==> src/rtl/cvmcu_cpi_frame_gen.sv <==
// Camera-side CPI source: emits vsync/href/pixel frames with latched geometry, fixed porches and test patterns.
// Outputs are a registered decode of the FSM state, so every pin lags the state register by one cycle.
module cvmcu_cpi_frame_gen #(
  parameter int DATA_W     = 10,
  parameter int DIM_W      = 12,
  parameter int VSYNC_CYC  = 4,
  parameter int VBP_CYC    = 8,
  parameter int HBLANK_CYC = 4,
  parameter int VFP_CYC    = 8
) (
  input  logic              clk,
  input  logic              reset,
  input  logic              en_i,
  input  logic [DIM_W-1:0]  line_w_i,
  input  logic [DIM_W-1:0]  lines_i,
  input  logic [1:0]        pattern_i,
  input  logic [DATA_W-1:0] fill_i,
  output logic              cpi_vsync_o,
  output logic              cpi_href_o,
  output logic [DATA_W-1:0] cpi_data_o,
  output logic              busy_o,
  output logic              frame_done_o,
  output logic [15:0]       frame_cnt_o
);

  localparam int PC_W = 16;
  localparam logic [PC_W-1:0] VSYNC_LAST  = PC_W'(VSYNC_CYC - 1);
  localparam logic [PC_W-1:0] VBP_LAST    = PC_W'(VBP_CYC - 1);
  localparam logic [PC_W-1:0] HBLANK_LAST = PC_W'(HBLANK_CYC - 1);
  localparam logic [PC_W-1:0] VFP_LAST    = PC_W'(VFP_CYC - 1);

  typedef enum logic [2:0] {
    S_IDLE, S_VSYNC, S_VBP, S_ACTIVE, S_HBLANK, S_VFP
  } state_t;

  state_t            state_q, state_d;
  logic [PC_W-1:0]   cyc_q, cyc_d;
  logic [DIM_W-1:0]  col_q, col_d, row_q, row_d;
  logic [DIM_W-1:0]  line_w_q, line_w_d, lines_q, lines_d;
  logic [1:0]        pattern_q, pattern_d;
  logic [DATA_W-1:0] fill_q, fill_d, pix_q, pix_d;
  logic              latch_cfg;

  logic              vsync_q, vsync_d, href_q, href_d, busy_q, busy_d, done_q, done_d;
  logic [DATA_W-1:0] data_q, data_d;
  logic [15:0]       frame_cnt_q, frame_cnt_d;

  always_comb begin
    state_d   = state_q;
    cyc_d     = cyc_q;
    col_d     = col_q;
    row_d     = row_q;
    pix_d     = pix_q;
    latch_cfg = 1'b0;
    unique case (state_q)
      S_IDLE: begin
        if (en_i) begin
          state_d   = S_VSYNC;
          cyc_d     = '0;
          latch_cfg = 1'b1;
        end
      end
      S_VSYNC: begin
        if (cyc_q == VSYNC_LAST) begin
          state_d = S_VBP;
          cyc_d   = '0;
        end else begin
          cyc_d = cyc_q + PC_W'(1);
        end
      end
      S_VBP: begin
        if (cyc_q == VBP_LAST) begin
          state_d = S_ACTIVE;
          col_d   = '0;
          row_d   = '0;
          pix_d   = '0;
        end else begin
          cyc_d = cyc_q + PC_W'(1);
        end
      end
      S_ACTIVE: begin
        pix_d = pix_q + DATA_W'(1);
        if (col_q == line_w_q - DIM_W'(1)) begin
          col_d = '0;
          cyc_d = '0;
          if (row_q == lines_q - DIM_W'(1)) begin
            state_d = S_VFP;
          end else begin
            state_d = S_HBLANK;
            row_d   = row_q + DIM_W'(1);
          end
        end else begin
          col_d = col_q + DIM_W'(1);
        end
      end
      S_HBLANK: begin
        if (cyc_q == HBLANK_LAST) begin
          state_d = S_ACTIVE;
        end else begin
          cyc_d = cyc_q + PC_W'(1);
        end
      end
      S_VFP: begin
        if (cyc_q == VFP_LAST) begin
          cyc_d = '0;
          if (en_i) begin
            state_d   = S_VSYNC;
            latch_cfg = 1'b1;
          end else begin
            state_d = S_IDLE;
          end
        end else begin
          cyc_d = cyc_q + PC_W'(1);
        end
      end
      default: state_d = S_IDLE;
    endcase
  end

  // Zero geometry is promoted to 1 at latch time so the compare logic never sees 0.
  always_comb begin
    line_w_d  = line_w_q;
    lines_d   = lines_q;
    pattern_d = pattern_q;
    fill_d    = fill_q;
    if (latch_cfg) begin
      line_w_d  = (line_w_i == '0) ? DIM_W'(1) : line_w_i;
      lines_d   = (lines_i == '0) ? DIM_W'(1) : lines_i;
      pattern_d = pattern_i;
      fill_d    = fill_i;
    end
  end

  always_comb begin
    vsync_d     = (state_q == S_VSYNC);
    href_d      = (state_q == S_ACTIVE);
    busy_d      = (state_q != S_IDLE);
    done_d      = (state_q == S_VFP) && (cyc_q == VFP_LAST);
    frame_cnt_d = frame_cnt_q + {15'd0, done_d};
    data_d      = '0;
    if (state_q == S_ACTIVE) begin
      unique case (pattern_q)
        2'd0:    data_d = pix_q;
        2'd2:    data_d = {DATA_W{row_q[0] ^ col_q[0]}};
        default: data_d = fill_q;
      endcase
    end
  end

  always_ff @(posedge clk or posedge reset) begin
    if (reset) begin
      state_q     <= S_IDLE;
      cyc_q       <= '0;
      col_q       <= '0;
      row_q       <= '0;
      pix_q       <= '0;
      line_w_q    <= '0;
      lines_q     <= '0;
      pattern_q   <= '0;
      fill_q      <= '0;
      vsync_q     <= 1'b0;
      href_q      <= 1'b0;
      busy_q      <= 1'b0;
      done_q      <= 1'b0;
      data_q      <= '0;
      frame_cnt_q <= '0;
    end else begin
      state_q     <= state_d;
      cyc_q       <= cyc_d;
      col_q       <= col_d;
      row_q       <= row_d;
      pix_q       <= pix_d;
      line_w_q    <= line_w_d;
      lines_q     <= lines_d;
      pattern_q   <= pattern_d;
      fill_q      <= fill_d;
      vsync_q     <= vsync_d;
      href_q      <= href_d;
      busy_q      <= busy_d;
      done_q      <= done_d;
      data_q      <= data_d;
      frame_cnt_q <= frame_cnt_d;
    end
  end

  assign cpi_vsync_o  = vsync_q;
  assign cpi_href_o   = href_q;
  assign cpi_data_o   = data_q;
  assign busy_o       = busy_q;
  assign frame_done_o = done_q;
  assign frame_cnt_o  = frame_cnt_q;

endmodule

==> config.mk <==
export PLATFORM = sky130hd
export DESIGN_NAME = cvmcu_cpi_frame_gen
export DESIGN_NICKNAME = d
export VERILOG_FILES = /design/src/rtl/cvmcu_cpi_frame_gen.sv
export SDC_FILE = /design/constraint.sdc
export NUM_CORES = 1
export LEC_CHECK = 0
export CAP_MARGIN = 20
export CORE_MARGIN = 4
export CORE_UTILIZATION = 49
export CTS_CLUSTER_SIZE = 14
export DETAILED_ROUTE_END_ITERATION = 10
export DONT_BUFFER_PORTS = 1
export GPL_TIMING_DRIVEN = 1
export PLACE_DENSITY = 0.66
export SLEW_MARGIN = 20
export SYNTH_ARGS = -nofsm -noshare
export SYNTH_HDL_FRONTEND = slang
export SYNTH_SLANG_ARGS = --single-unit
==> constraint.sdc <==
create_clock -name clk -period 4.1 [get_ports clk]
set_input_delay 1.23 -clock clk [delete_from_list [all_inputs] [get_ports clk]]
set_output_delay 1.23 -clock clk [all_outputs]
set_load 0.01 [all_outputs]
==> flow_metrics.py <==
metrics = {
    "timing": {
        "fin_crit_sh": 0.898,
        "tightest_slew_ns": 0.923,
        "finalSetupViolCount": 0,
        "max_freq_ghz": 0.272,
        "slew_headroom": 0.385,
        "post-route-min-period_ns": 3.68,
        "hold_viol": 0,
        "slew_viol_final": 0,
        "rsz0062_at_grt": "false",
        "finalClockSkew_ns": 0.00655,
        "totalNegativeSetupSlack_ns": 0,
    },
    "global_route": {
        "track_usage": 0.199,
        "grt_overflow": 0,
        "grt_max_degree": 41,
        "grt_pass1_vias": 4958,
        "grt_first_pass_wirelength_um": 23700,
        "antenna_found_initial": 0,
    },
    "worst_setup_path": {
        "crit_type": "reg2reg",
        "path_cells": "inv_1 -> ha_1 -> or3b_4 -> or4_4 -> a2111oi_4 -> nand4_2 -> o31ai_4 -> o211ai_4 -> or2_1 -> o41ai_1",
        "cp.arrival_ns": 3.98,
        "cp_max_fo": 18,
        "rrSetupSlack_ns": 0.42,
        "critPathBufInv": 1,
        "slowest_delay_ns": 0.46,
        "crit_slowest_cell": "or2_1",
        "crit_required_ns": 4.39,
        "startpoint_type": "register",
        "endpoint_kind": "register",
        "crit_family": "simple AND/OR/NAND/NOR gates",
    },
    "final_layout": {
        "nFillCells": 1134,
        "num_antenna_cells": 0,
        "final_common_cell": "dfrtp_1",
        "nets": 697,
        "area_delta_synth_final_pct": 12.1,
        "stdcell_area_um2": 7110,
        "drive_above_1_share": 0.124,
        "final_cell_mix": "dfrtp_1 (119), o21ai_0 (72), nand2_1 (48)",
        "stdcell_count": 834,
    },
    "power_and_ir_drop": {
        "p_int_mw": 3.09,
        "seqPwrFrac": 0.396,
        "p_switching_mw": 1.68,
        "p_sw_frac": 0.352,
        "p_leak_nw": 2.91,
        "pwr-share-comb": 0.289,
        "ir_drop_mv": 0.318,
        "clockPowerShare": 0.314,
        "power_mw": 4.76,
        "power.density_nw_per_um2": 670,
    },
    "floorplanning": {
        "io_pins": 69,
        "die_area_um2": 14800,
        "die_h_um": 122,
        "die_w_um": 122,
        "core.rowCount": 41,
        "core_region_area_um2": 12700,
        "initial_utilization": 0.500,
    },
    "cts": {
        "cts_made_buffers": 17,
        "clock_latency_ns": 0.41,
        "post-cts-setup-buffer-count": 0,
        "cts.sinks": 119,
        "cts.repair.resized": 0,
        "root_buffer": "clkbuf_16",
        "clk_pin_slew_ns": 0.05,
        "cts.htree.levels": 4,
        "clock_path_buffers": 2,
        "cts_tree": "built",
        "cts_hold_buf": 0,
    },
    "place": {
        "buffer_ports.inserted": 0,
        "gp_congestion": 0.826,
        "dp.cells": 803,
        "place_area_um2": 6510,
        "dp_hpwl_um": 9740,
    },
    "synthesis": {
        "synth_edf_count": 0,
        "ys_seq_area_frac": 0.470,
        "synth-async-reset-ratio": 1.00,
        "synth-seq-cells": 119,
        "syn_area_per_cell_um2": 9.76,
        "synth_nets": 697,
        "postSynthCellCount": 650,
        "ys.flop_type": "dfrtp_1",
        "syn_area_um2": 6340,
        "ys_warn_count": 0,
        "yosysUniqueCellTypes": 57,
    },
    "detailed_routing": {
        "drt_iter0_markers": 259,
        "routed_wl_um": 13800,
        "via_count": 4923,
        "first_pass_iters": 5,
        "route.detailed.drc": 0,
        "postRouteAntennaNets": 0,
        "viasPerCell": 5.90,
        "drt-wirelength-per-cell_um": 16.5,
    },
    "outcome": {
        "outcome": "finished, final reports clean",
    },
    "hold_path": {
        "hold_class": "reg2reg",
    },
    "flow_run": {
        "max_cap_violations": 0,
    },
}
flip-flops by register name, indices dropped and copies added, names as in the netlist:
| signal | count |
|---|---|
| busy_o | 1 |
| col_q | 12 |
| cpi_data_o | 10 |
| cpi_href_o | 1 |
| cpi_vsync_o | 1 |
| cyc_q | 16 |
| fill_q | 10 |
| frame_cnt_o | 16 |
| frame_done_o | 1 |
| line_w_q | 12 |
| lines_q | 12 |
| pattern_q | 2 |
| pix_q | 10 |
| row_q | 12 |
| state_q | 3 |
routing by layer:
layer	share of wire	vias up	wire length (um)	global-route usage
met5	0	-	0	0
met4	0.013	0	173	0.0714
met3	0.042	17	582	0.0501
met2	0.50	106	6950	0.333
met1	0.44	2424	6080	0.250
li1	-	2376	-	-
final timing paths:
kind,start,endpoint,cells past startpoint
worst max-delay path,line_w_q[0],cyc_q[9],10
worst max register to register,line_w_q[0],cyc_q[9],10
worst min-delay path,pix_q[9],pix_q[9],1
max in group asynchronous,reset,col_q[6],2
worst min register to register,pix_q[9],pix_q[9],1
min in group asynchronous,reset,pattern_q[0],1
cell usage after synthesis, types with 2 or more instances:
cell,n,area (um^2)
dfrtp_1,119,2980
o21ai_0,73,365
nand2_1,48,180
nor2_1,41,154
xnor2_1,39,342
a21oi_1,35,175
mux2_2,32,360
and3_1,20,125
clkbuf_1,19,71.3
nand3_1,19,95.1
nor4_1,19,119
xor2_1,18,158
nand4_1,17,106
nor3_1,17,85.1
nand2b_1,13,81.3
nor3b_1,13,97.6
o31ai_1,10,75.1
inv_1,9,33.8
or3_1,9,56.3
ha_1,8,100
nor2b_1,8,50.1
a31oi_1,6,37.5
and2_1,4,25.0
buf_1,4,15.0
nand3b_1,3,22.5
o211ai_1,3,22.5
o22ai_1,3,18.8
or4_1,3,22.5
a211oi_1,2,15.0
a21boi_0,2,15.0
a21o_1,2,15.0
a22oi_1,2,15.0
and4_1,2,17.5
buf_2,2,10.0
buf_6,2,22.5
clkinv_1,2,7.51
o31a_1,2,17.5
layout make-up:
type	instances	area, um^2	share of cell area
flip-flops and latches	119	2980	0.419
well taps	172	215	0.0303
clock inverters	9	124	0.0174
multi-input cells	493	3210	0.452
inverters	11	45.0	0.00634
repair buffers	8	60.1	0.00845
clock buffers	22	474	0.0667
power groups by stage:
stage	clock [mW]	combinational [mW]	sequential (mW)
2_1_floorplan	0	1.24	1.72
3_3_place_gp	0	1.33	1.89
3_5_place_dp	0	1.37	1.91
4_1_cts	1.52	1.38	1.89
5_1_grt	1.59	1.55	1.95
6_report	1.50	1.38	1.89
kinds of logic after synthesis:
kind of cell | Yosys count | synth area share
xor gates and xnor gates | 57 | 0.0787
buffers and inverters | 38 | 0.0253
DFF | 119 | 0.470
AOI/OAI and AO/OA | 152 | 0.146
and+or+nand+nor | 243 | 0.206
adders and majority gates | 8 | 0.0158
muxes | 33 | 0.0584
metrics by stage:
| step | util | setup WS (ns) | hold WS, ns |
|---|---|---|---|
| detailed placement | 0.514 | 0.435 | 0.481 |
| CTS | 0.561 | 0.393 | 0.492 |
| finish | 0.561 | 0.417 | 0.491 |
| floorplan | - | 0.809 | 0.447 |
| global route | 0.561 | 0.191 | 0.525 |
| global placement | 0.514 | 0.537 | 0.477 |
No activity file was read; power rests on OpenSTA's default activity.
